===== config.mk =====
export PLATFORM = sky130hd
export DESIGN_NAME = fetch_sequencer
export DESIGN_NICKNAME = d
export VERILOG_FILES = /design/src/rtl/fetch_sequencer_pkg.sv /design/src/rtl/fetch_sequencer_instr_len.sv /design/src/rtl/fetch_sequencer.sv
export SDC_FILE = /design/constraint.sdc
export NUM_CORES = 1
export LEC_CHECK = 0
export CORE_ASPECT_RATIO = 0.5
export CORE_MARGIN = 1.5
export CORE_UTILIZATION = 51
export CTS_CLUSTER_DIAMETER = 50
export DETAILED_ROUTE_END_ITERATION = 8
export GPL_TIMING_DRIVEN = 0
export PLACE_DENSITY = 0.91
export SYNTH_ARGS = -nofsm -noshare
export SYNTH_HDL_FRONTEND = slang
export SYNTH_SLANG_ARGS = --single-unit
export TNS_END_PERCENT = 1

===== constraint.sdc =====
create_clock -name clk -period 15.1 [get_ports clk]
set_clock_uncertainty 0.15 [all_clocks]
set_input_delay 3.02 -clock clk [delete_from_list [all_inputs] [get_ports clk]]
set_output_delay 3.02 -clock clk [all_outputs]
set_load 0.01 [all_outputs]

===== src/rtl/fetch_sequencer_pkg.sv =====
// Shared Y86 fetch definitions: instruction codes, status codes, fetch states
// and the default datapath width.
package fetch_sequencer_pkg;

   localparam int DATA_WID_DEFAULT = 32;

   // Y86 instruction codes
   localparam logic [3:0] IHALT   = 4'h0;
   localparam logic [3:0] INOP    = 4'h1;
   localparam logic [3:0] IRRMOVQ = 4'h2;
   localparam logic [3:0] IIRMOVQ = 4'h3;
   localparam logic [3:0] IRMMOVQ = 4'h4;
   localparam logic [3:0] IMRMOVQ = 4'h5;
   localparam logic [3:0] IOPQ    = 4'h6;
   localparam logic [3:0] IJXX    = 4'h7;
   localparam logic [3:0] ICALL   = 4'h8;
   localparam logic [3:0] IRET    = 4'h9;
   localparam logic [3:0] IPUSHQ  = 4'hA;
   localparam logic [3:0] IPOPQ   = 4'hB;

   // Processor status codes
   localparam logic [1:0] SAOK = 2'd0;
   localparam logic [1:0] SHLT = 2'd1;
   localparam logic [1:0] SINS = 2'd2;
   localparam logic [1:0] SADR = 2'd3;

   typedef enum logic [1:0] {
      ST_RUN      = 2'd0,
      ST_RET_WAIT = 2'd1,
      ST_HALTED   = 2'd2,
      ST_ERROR    = 2'd3
   } fetch_state_e;

endpackage


===== src/rtl/fetch_sequencer_instr_len.sv =====
// Combinational Y86 instruction length decoder. Shared with the decode-side
// checker so both stages agree on instruction sizes.
module fetch_sequencer_instr_len
   import fetch_sequencer_pkg::*;
#(
   parameter int DATA_WID = DATA_WID_DEFAULT
) (
   input  logic [3:0]          icode,
   output logic [DATA_WID-1:0] len,
   output logic                invalid
);

   localparam int VALC_BYTES = DATA_WID / 8;

   // Map icode to byte length; unknown codes are flagged and treated as one byte
   always_comb begin
      // NOTE: every output gets a default first so no path can infer a latch.
      len     = DATA_WID'(1);
      invalid = 1'b0;
      case (icode)
         IHALT, INOP, IRET:              len = DATA_WID'(1);
         IRRMOVQ, IOPQ, IPUSHQ, IPOPQ:   len = DATA_WID'(2);
         IJXX, ICALL:                    len = DATA_WID'(1 + VALC_BYTES);
         IIRMOVQ, IRMMOVQ, IMRMOVQ:      len = DATA_WID'(2 + VALC_BYTES);
         default:                        invalid = 1'b1;
      endcase
   end

endmodule


===== src/rtl/fetch_sequencer.sv =====
// Y86 fetch-stage controller: owns the PC, reads the combinational
// instruction memory, predicts the next PC and hands one instruction per
// valid/ready handshake to decode. Redirects from execute override everything.
module fetch_sequencer
   import fetch_sequencer_pkg::*;
#(
   parameter int                  DATA_WID = DATA_WID_DEFAULT,
   parameter logic [DATA_WID-1:0] RESET_PC = '0
) (
   input  logic                clk,
   input  logic                rst,
   output logic [DATA_WID-1:0] imem_pc,
   input  logic [3:0]          imem_icode,
   input  logic [3:0]          imem_ifun,
   input  logic [3:0]          imem_rA,
   input  logic [3:0]          imem_rB,
   input  logic [DATA_WID-1:0] imem_valC,
   input  logic                imem_error,
   input  logic                redirect_valid,
   input  logic [DATA_WID-1:0] redirect_pc,
   output logic                f_valid,
   input  logic                f_ready,
   output logic [3:0]          f_icode,
   output logic [3:0]          f_ifun,
   output logic [3:0]          f_rA,
   output logic [3:0]          f_rB,
   output logic [DATA_WID-1:0] f_valC,
   output logic [DATA_WID-1:0] f_pc,
   output logic [DATA_WID-1:0] f_valP,
   output logic [1:0]          stat
);

   fetch_state_e        state_q, state_d;
   logic [DATA_WID-1:0] pc_q, pc_d;
   logic [1:0]          stat_q, stat_d;
   logic                f_valid_q, f_valid_d;
   logic [3:0]          f_icode_q, f_icode_d;
   logic [3:0]          f_ifun_q, f_ifun_d;
   logic [3:0]          f_ra_q, f_ra_d;
   logic [3:0]          f_rb_q, f_rb_d;
   logic [DATA_WID-1:0] f_valc_q, f_valc_d;
   logic [DATA_WID-1:0] f_pc_q, f_pc_d;
   logic [DATA_WID-1:0] f_valp_q, f_valp_d;

   logic [DATA_WID-1:0] len;
   logic                invalid;
   logic [DATA_WID-1:0] val_p;
   logic                load;

   fetch_sequencer_instr_len #(.DATA_WID(DATA_WID)) u_instr_len (
      .icode   (imem_icode),
      .len     (len),
      .invalid (invalid)
   );

   // Fall-through address wraps silently at 2^DATA_WID
   assign val_p   = pc_q + len;
   assign imem_pc = pc_q;
   assign load    = (state_q == ST_RUN) && (!f_valid_q || f_ready) && !redirect_valid;

   // Next-state, next-PC and fetch-register update
   always_comb begin
      state_d   = state_q;
      pc_d      = pc_q;
      stat_d    = stat_q;
      f_valid_d = f_valid_q;
      f_icode_d = f_icode_q;
      f_ifun_d  = f_ifun_q;
      f_ra_d    = f_ra_q;
      f_rb_d    = f_rb_q;
      f_valc_d  = f_valc_q;
      f_pc_d    = f_pc_q;
      f_valp_d  = f_valp_q;

      if (redirect_valid) begin
         // Any pending handshake this cycle still completes; the slot is then squashed
         pc_d      = redirect_pc;
         f_valid_d = 1'b0;
         state_d   = ST_RUN;
         stat_d    = SAOK;
      end else if (load) begin
         f_icode_d = imem_icode;
         f_ifun_d  = imem_ifun;
         f_ra_d    = imem_rA;
         f_rb_d    = imem_rB;
         f_valc_d  = imem_valC;
         f_pc_d    = pc_q;
         f_valp_d  = val_p;
         f_valid_d = 1'b1;
         if (imem_error) begin
            state_d = ST_ERROR;
            stat_d  = SADR;
         end else if (invalid) begin
            state_d = ST_ERROR;
            stat_d  = SINS;
         end else begin
            case (imem_icode)
               IHALT: begin
                  state_d = ST_HALTED;
                  stat_d  = SHLT;
               end
               IRET:        state_d = ST_RET_WAIT;
               IJXX, ICALL: pc_d    = imem_valC;
               default:     pc_d    = val_p;
            endcase
         end
      end else if (f_ready && f_valid_q) begin
         f_valid_d = 1'b0;
      end
   end

   // State, PC and fetch register with asynchronous reset
   always_ff @(posedge clk or posedge rst) begin
      if (rst) begin
         state_q   <= ST_RUN;
         pc_q      <= RESET_PC;
         stat_q    <= SAOK;
         f_valid_q <= 1'b0;
         f_icode_q <= '0;
         f_ifun_q  <= '0;
         f_ra_q    <= '0;
         f_rb_q    <= '0;
         f_valc_q  <= '0;
         f_pc_q    <= '0;
         f_valp_q  <= '0;
      end else begin
         // NOTE: non-blocking updates so every flop samples pre-edge values.
         state_q   <= state_d;
         pc_q      <= pc_d;
         stat_q    <= stat_d;
         f_valid_q <= f_valid_d;
         f_icode_q <= f_icode_d;
         f_ifun_q  <= f_ifun_d;
         f_ra_q    <= f_ra_d;
         f_rb_q    <= f_rb_d;
         f_valc_q  <= f_valc_d;
         f_pc_q    <= f_pc_d;
         f_valp_q  <= f_valp_d;
      end
   end

   assign f_valid = f_valid_q;
   assign f_icode = f_icode_q;
   assign f_ifun  = f_ifun_q;
   assign f_rA    = f_ra_q;
   assign f_rB    = f_rb_q;
   assign f_valC  = f_valc_q;
   assign f_pc    = f_pc_q;
   assign f_valP  = f_valp_q;
   assign stat    = stat_q;

endmodule


==> run metrics, run 1 <==
CTS tree=built; Worst-Skew Late Latency=0.43 ns; via/cell ratio=5.95; worst reg2reg setup slack=12.09 ns; First-pass DRT Iterations=6; CP Launch Type=input pin; H-tree depth=4; Die W=173 µm; height of the die=87.8 µm; Core Box Area=13800 µm²; Mapped Area=7340 µm²; Fillers=1027; PD cells=154 nW/µm²; port bufs=229; Post-synth EDFFs=0; met3 Use GR=10.5%; Antenna Nets Post-Route=0; register clock-pin slew on the reported worst setup and hold paths=0.06 ns; fmax=0.157 GHz; global router's overall resource usage=36.0%; worst path cell trace=clkdlybuf4s50_1 > buf_2 > mux2i_1 > o21ai_0 > ha_1 > buf_4 > o21ai_0 > nor2_1 > clkbuf_1 > nand4_1 > o311ai_0; multi-input logic area=3280 µm²; Unique masters post-synth=75; Main synth FF type=dfrtp_1; ys async rst share=100%; Hold Crit Start=f_pc[10]; GRT Residual Overflow=0; Reg area=3730 µm²; CP peak stage delay=0.55 ns; Tcrit/Tclk final=42.2%; Longest Clk Path Bufs=2; Reg2Reg Depth=8; synth cell count leaders=nand2_1 (276), dfrtp_1 (149), o21ai_0 (61), clkbuf_1 (33); Max-Cap Viols=0; Hold Crit Depth=2; vias=7622; Seq/Total Area, Yosys=50.8%; initial antenna violation count=0; per-cell routed wire length=21.3 µm; Die Area=15200 µm²; Critical Path RT=15.25 ns; FF+latch count, synth=149; fraction of layout cells with a size suffix above 1=6.89%; Max Transition Viols Final=0; Reg2Reg Launch Point=imem_pc[2]; Initial Util=53.1%; post-DP HPWL=20000 µm; clk root buf=clkbuf_16; post-cts resize count=0; slowest CP cell=clkdlybuf4s50_1; critical path's top delay family=buffers and inverters; outcome=finished clean; row cnt=30; Synth top area share=50.8%; hold endpoint=f_pc[10]; Tmin final=6.37 ns; Area after DPL=9900 µm²; Finished Cell Area=10500 µm²; Max IR drop VDD=83.5 µV; CP max FO=10; postcts setup bufs=0; diodes inserted=0; GR peak layer=met2; Worst Tran Pin Value=0.888 ns; Mapped Cells=828; largest area contributor in the netlist=dfrtp_1; Syn Nets=917; worst hold path type=flop to flop; Yosys warnings=0; relative slew slack=40.4%; clock buffer count from CTS=17; critical setup path kind=input pin to flop; clock sinks=149; number of global-route vias before repair=7348; Syn Area/Cell=8.86 µm²; Post-Route Utilization=76.0%; WP data arrival=6.52 ns; first-pass GRT wire length=41300 µm; Pleak=4.69 nW; top cells by area, synth=dfrtp_1 (51%), nand2_1 (14%), o21ai_0 (4.2%); setup TNS=0 ns; crit end category=flop; r2r endpoint=imem_pc[17]; DRC viols=0; cell with the most instances after synthesis=nand2_1; # setup viols final=0; Layout area overhead=43.0%; cts hold-fix bufs=0; routability congestion estimate=0.967; crit path buf inv count=4; most used cell, CP=o21ai_0; DRT Wirelength=27300 µm; met1 Resource Use GR=46.5%; nets=1166; unrepaired setup endpoints after global routing=no; First DRT Iteration DRCs=799; IO Pins=232; final hold violation count=0; met2 usage=58.3%; pin count of the biggest net entering global routing=94
logic make-up (layout without fill, tap and decap cells):
logic type               after synthesis  after routing  synth area share (%)
AO/OA/AOI/OAI                        170            170                  15.2
AND/OR/NAND/NOR                      393            393                  24.3
flip-flops                           149            149                  50.8
XOR/XNOR                              30             30                  3.58
multiplexers                           6              6                 0.835
buffers and inverters                 76            336                  4.47
adder cells (fa/ha/maj)                4              4                 0.784
report_power, final:
group | total, mW | leakage (nW) | switching [mW] | internal [mW]
registers | 0.598 | 1.82 | 0.0841 | 0.514
logic | 0.574 | 2.57 | 0.284 | 0.289
clock network | 0.440 | 0.290 | 0.176 | 0.264
total | 1.61 | 4.69 | 0.545 | 1.07
flip-flops by register name, indices dropped and copies added (netlist names):
register,flops
f_icode,4
f_ifun,4
f_pc,32
f_rA,4
f_rB,4
f_valC,32
f_valP,32
f_valid,1
imem_pc,32
stat,2
state_q,2
worst max-delay path by stage:
stage | from | end | depth (start not counted)
2_1_floorplan | rst | f_icode[0] | 1
3_3_place_gp | rst | f_rA[1] | 2
3_5_place_dp | imem_icode[2] | imem_pc[16] | 11
4_1_cts | imem_icode[3] | imem_pc[16] | 12
5_1_grt | imem_icode[2] | imem_pc[21] | 11
6_report | imem_icode[2] | imem_pc[21] | 11
cell usage in the layout, fill, tap and decap left out, types with 6 or more instances in the layout:
cell type and count:
a21oi_1 29, a31oi_1 12, and2_1 13, buf_2 13, clkbuf_1 34, clkbuf_16 17
clkdlybuf4s50_1 229, dfrtp_1 149, inv_1 19, nand2_1 276, nand2b_1 7, nand3_1 13
nand4_1 15, nor2_1 29, nor3_1 6, o21ai_0 61, o221ai_1 10, o31ai_1 9
xnor2_1 11, xor2_1 19
routing by layer:
| metal | part of all wire [%] | vias to the layer above |
|---|---|---|
| met2 | 45 | 523 |
| met5 | 0 | - |
| li1 | - | 3317 |
| met4 | 3.5 | 0 |
| met1 | 39 | 3681 |
| met3 | 12 | 101 |
metrics by stage:
| step | setup slack (ns) | hold slack [ns] | cells | power [mW] |
|---|---|---|---|---|
| 6_report | 8.73 | 0.324 | 1280 | 1.61 |
| 4_1_cts | 8.88 | 0.327 | 1280 | 1.60 |
| 5_1_grt | 8.62 | 0.351 | 1280 | 1.68 |
| 3_3_place_gp | 5.93 | 0.308 | 1249 | 1.14 |
| 3_5_place_dp | 8.51 | 0.311 | 1250 | 1.17 |
| 2_1_floorplan | 7.92 | 0.327 | 828 | 0.820 |
worst reg2reg max path, delay by kind of cell (launching register included):
kind	cells	cell delay (ns)
AO/OA/AOI/OAI	2	0.88
flip-flops	1	0.41
adder cells (fa/ha/maj)	1	0.21
buffers and inverters	2	0.49
AND/OR/NAND/NOR	2	0.49
multiplexers	1	0.23
area by class of cell:
type	count	area share, %
Sequential cell	149	35.5
Multi-Input combinational cell	603	31.3
Timing Repair Buffer	230	22.1
Clock buffer	19	4.22
Buffer	56	2.41
Tap cell	192	2.29
Clock inverter	11	1.44
Inverter	20	0.763
(Power assumes the default switching activity.)
==> run 2: changes to the inputs <==
--- a/config.mk
+++ b/config.mk
@@ -7,11 +7,11 @@
 export LEC_CHECK = 0
 export CORE_ASPECT_RATIO = 0.5
 export CORE_MARGIN = 1.5
-export CORE_UTILIZATION = 51
+export CORE_UTILIZATION = 47
 export CTS_CLUSTER_DIAMETER = 50
 export DETAILED_ROUTE_END_ITERATION = 8
 export GPL_TIMING_DRIVEN = 0
-export PLACE_DENSITY = 0.91
+export PLACE_DENSITY = 0.85
 export SYNTH_ARGS = -nofsm -noshare
 export SYNTH_HDL_FRONTEND = slang
 export SYNTH_SLANG_ARGS = --single-unit
==> constraint.sdc (replaced) <==
create_clock -name clk -period 6.4 [get_ports clk]
set_clock_uncertainty 0.15 [all_clocks]
set_input_delay 1.28 -clock clk [delete_from_list [all_inputs] [get_ports clk]]
set_output_delay 1.28 -clock clk [all_outputs]
set_load 0.01 [all_outputs]
==> run metrics, run 2 (synthesized netlist as in run 1, its figures left out) <==
outcome=finished clean; Pleak=4.70 nW; Tcrit/Tclk final=71.5%; Core Box Area=15300 µm²; Max-Cap Viols=0; clk root buf=clkbuf_16; GRT Residual Overflow=0; Layout area overhead=43.7%; H-tree depth=4; pin count of the biggest net entering global routing=85; Finished Cell Area=10500 µm²; row cnt=32; Critical Path RT=6.53 ns; post-DP HPWL=19400 µm; height of the die=91.4 µm; port bufs=229; global router's overall resource usage=32.2%; clock buffer count from CTS=17; nets=1166; # setup viols final=0; Tmin final=4.58 ns; critical setup path kind=input pin to flop; Antenna Nets Post-Route=0; diodes inserted=0; DR top layer=met4; relative slew slack=44.9%; crit end category=flop; Longest Clk Path Bufs=2; total placed cells including tap cells=1262; initial antenna violation count=0; Max IR drop VDD=187 µV; fmax=0.218 GHz; IO Pins=232; Area after DPL=9920 µm²; fraction of layout cells with a size suffix above 1=6.98%; WL met2=11800 µm; unrepaired setup endpoints after global routing=no; Non-Filler Instances=1293; CP Launch Type=input pin; post-cts resize count=0; DRC viols=0; PD cells=363 nW/µm²; routability congestion estimate=0.979; crit path from=imem_icode[3]; clock sinks=149; per-cell routed wire length=20.4 µm; DRT Wirelength=26300 µm; postcts setup bufs=0; via/cell ratio=5.84; vias=7545; commonest non-fill, non-tap cells in the layout=nand2_1 (276), clkdlybuf4s50_1 (229), dfrtp_1 (149); M1 WL=10700 µm; Die Area=16400 µm²; cts hold-fix bufs=0; crit path capture=imem_pc[17]; setup TNS=0 ns; First-pass DRT Iterations=6; Reg2Reg Depth=8; r2r endpoint=imem_pc[17]; commonest non-fill, non-tap cell in the layout=nand2_1; Reg2Reg Launch Point=imem_pc[2]; WP data arrival=4.71 ns; Initial Util=47.9%; First DRT Iteration DRCs=779; WHS=0.323 ns; Worst Tran Pin Value=0.822 ns; CTS tree=built; worst hold path type=flop to flop; final hold violation count=0; number of global-route vias before repair=7242; CP max FO=10; met3 wire length=2920 µm; first-pass GRT wire length=40700 µm; worst reg2reg setup slack=3.38 ns; register clock-pin slew on the reported worst setup and hold paths=0.06 ns; Max Transition Viols Final=0; Die W=180 µm; Worst-Skew Late Latency=0.43 ns
## run 2: final cells by class
cell class,count,area (µm²)
sequential,149,3730
tap,204,255
inverter,20,80.1
timing repair buffer,230,2320
clock buffer,18,429
multi-input combinational,603,3280
buffer,56,253
clock inverter,13,195
fill,1202,4790
## run 2: worst min path at each step
| stage | slack [ns] | endpoint | startpoint | cells past startpoint |
|---|---|---|---|---|
| 2_1_floorplan | 0.33 | state_q[0] | state_q[0] | 2 |
| 4_1_cts | 0.33 | f_rA[3] | f_rA[3] | 2 |
| 5_1_grt | 0.35 | f_rA[3] | f_rA[3] | 2 |
| 3_3_place_gp | 0.31 | f_valC[4] | f_valC[4] | 2 |
| 6_report | 0.32 | f_rA[3] | f_rA[3] | 2 |
| 3_5_place_dp | 0.31 | f_valC[2] | f_valC[2] | 2 |
## run 2: layer usage
layer / GRT usage (%) / vias to the layer above
li1: - / 3323
met1: 42.4 / 3699
met2: 49.3 / 448
met5: 0 / -
met3: 10.2 / 75
met4: 13.6 / 0
## run 2: critical path: stages
cell and delay [ns]:
clkdlybuf4s50_1 0.56, buf_2 0.25, a21oi_1 0.08, mux2i_1 0.27, inv_1 0.09, ha_1 0.30
a211oi_1 0.68, nor2_1 0.20, clkbuf_1 0.35, nand3_1 0.30, mux2i_1 0.21, o221ai_1 0.13
## run 2: stage by stage
| stage | util, % | worst slack, ns | power [mW] |
|---|---|---|---|
| finish | 68.8 | 1.82 | 3.83 |
| floorplan | - | 0.962 | 1.93 |
| CTS | 68.8 | 2.05 | 3.82 |
| detailed placement | 64.7 | 1.65 | 2.74 |
| global route | 68.8 | 1.70 | 4.00 |
| global placement | 64.5 | -1.07 | 2.70 |
## run 2: report_power, final
part           internal [mW]  switching [mW]
logic                  0.683           0.658
registers               1.21           0.190
clock network          0.658           0.426
total                   2.55            1.27
==> run 3: changes to the inputs <==
==> constraint.sdc (replaced) <==
create_clock -name clk -period 4.6 [get_ports clk]
set_clock_uncertainty 0.15 [all_clocks]
set_input_delay 0.92 -clock clk [delete_from_list [all_inputs] [get_ports clk]]
set_output_delay 0.92 -clock clk [all_outputs]
set_load 0.01 [all_outputs]
==> run metrics, run 3 (synthesized netlist as in run 1, its figures left out) <==
Hold Crit Depth=2; height of the die=91.4 µm; commonest non-fill, non-tap cells in the layout=nand2_1 (276), clkdlybuf4s50_1 (229), dfrtp_1 (149); global router's overall resource usage=33.0%; Layout area overhead=44.0%; slowest CP cell=a211oi_1; Post-Route Utilization=68.9%; Finished Cell Area=10600 µm²; Area after DPL=9970 µm²; clock buffer count from CTS=17; register clock-pin slew on the reported worst setup and hold paths=0.06 ns; most used cell, CP=mux2i_1; Die W=180 µm; Place WS=0.181 ns; critical setup path kind=input pin to flop; CP Launch Type=input pin; vias=7511; cts hold-fix bufs=0; Max Transition Viols Final=0; DRT Wirelength=26900 µm; Tcrit/Tclk final=91.8%; Die Area=16400 µm²; Reg2Reg Depth=8; H-tree depth=4; via/cell ratio=5.80; row cnt=32; number of global-route vias before repair=7373; Worst-Skew Late Latency=0.43 ns; fraction of layout cells with a size suffix above 1=7.23%; Max IR drop VDD=336 µV; routability congestion estimate=0.985; post-route total power=5.28 mW; Tmin final=4.22 ns; Antenna Nets Post-Route=0; port bufs=229; critical path's top delay family=buffers and inverters; IO Pins=232; Critical Path RT=4.72 ns; clock sinks=149; WP data arrival=4.34 ns; diodes inserted=0; CTS tree=built; final hold violation count=0; per-cell routed wire length=20.8 µm; First-pass DRT Iterations=6; setup TNS=0 ns; PD cells=499 nW/µm²; WHS=0.326 ns; nets=1169; crit path buf inv count=4; CP max FO=10; First DRT Iteration DRCs=894; relative slew slack=43.8%; Worst Tran Pin Value=0.843 ns; Non-Filler Instances=1296; Pleak=4.71 nW; postcts setup bufs=0; clk root buf=clkbuf_16; Longest Clk Path Bufs=2; worst path cell trace=clkdlybuf4s50_1 > buf_2 > a21oi_1 > mux2i_1 > inv_1 > ha_1 > a211oi_1 > nor2_1 > clkbuf_1 > nand3_1 > mux2i_1 > o221ai_1; final worst slack=0.378 ns; unrepaired setup endpoints after global routing=no; pin count of the biggest net entering global routing=45; Max-Cap Viols=0; crit end category=flop; # setup viols final=0; fmax=0.237 GHz; Core Box Area=15300 µm²; CP peak stage delay=0.68 ns; GRT Residual Overflow=0; initial antenna violation count=0; post-DP HPWL=19800 µm; commonest non-fill, non-tap cell in the layout=nand2_1; Initial Util=47.9%; outcome=finished clean; DRC viols=0; total placed cells including tap cells=1265; post-cts resize count=0; cell depth of the worst setup path=12; first-pass GRT wire length=41500 µm; worst hold path type=flop to flop
-- run 3: report_power, final --
part | switching (mW) | internal [mW] | leakage, nW | total [mW]
sequential | 0.265 | 1.69 | 1.82 | 1.95
combinational | 0.923 | 0.955 | 2.59 | 1.88
clock | 0.581 | 0.866 | 0.289 | 1.45
total | 1.77 | 3.51 | 4.71 | 5.28
-- run 3: worst paths after layout --
path,slack [ns],from,end
max in group asynchronous,2.69,rst,f_ifun[0]
max reg2reg,1.59,imem_pc[2],imem_pc[17]
min in group asynchronous,0.63,rst,f_valC[23]
max,0.38,imem_icode[3],imem_pc[17]
min,0.33,f_pc[9],f_pc[9]
min reg2reg,0.33,f_pc[9],f_pc[9]
-- run 3: worst reg2reg max path: stages (launching register included) --
cell and delay [ns]:
dfrtp_1 0.44, ha_1 0.23, buf_4 0.17, a211oi_1 0.69, nor2_1 0.20, clkbuf_1 0.32
nand3_1 0.30, mux2i_1 0.22, o221ai_1 0.14
-- run 3: final cells by class --
type	instances	area, µm²
clock buffer	19	443
sequential	149	3730
fill	1187	4770
timing repair buffer	233	2370
buffer	56	253
inverter	20	78.8
clock inverter	12	155
multi-input combinational	603	3280
tap	204	255
-- run 3: per-layer routing --
metal	global-route usage (%)	vias up	routed length (µm)
li1	-	3318	-
met1	44.0	3616	10800
met2	50.0	472	12000
met3	9.31	105	2880
met4	15.1	0	1200
met5	0	-	0
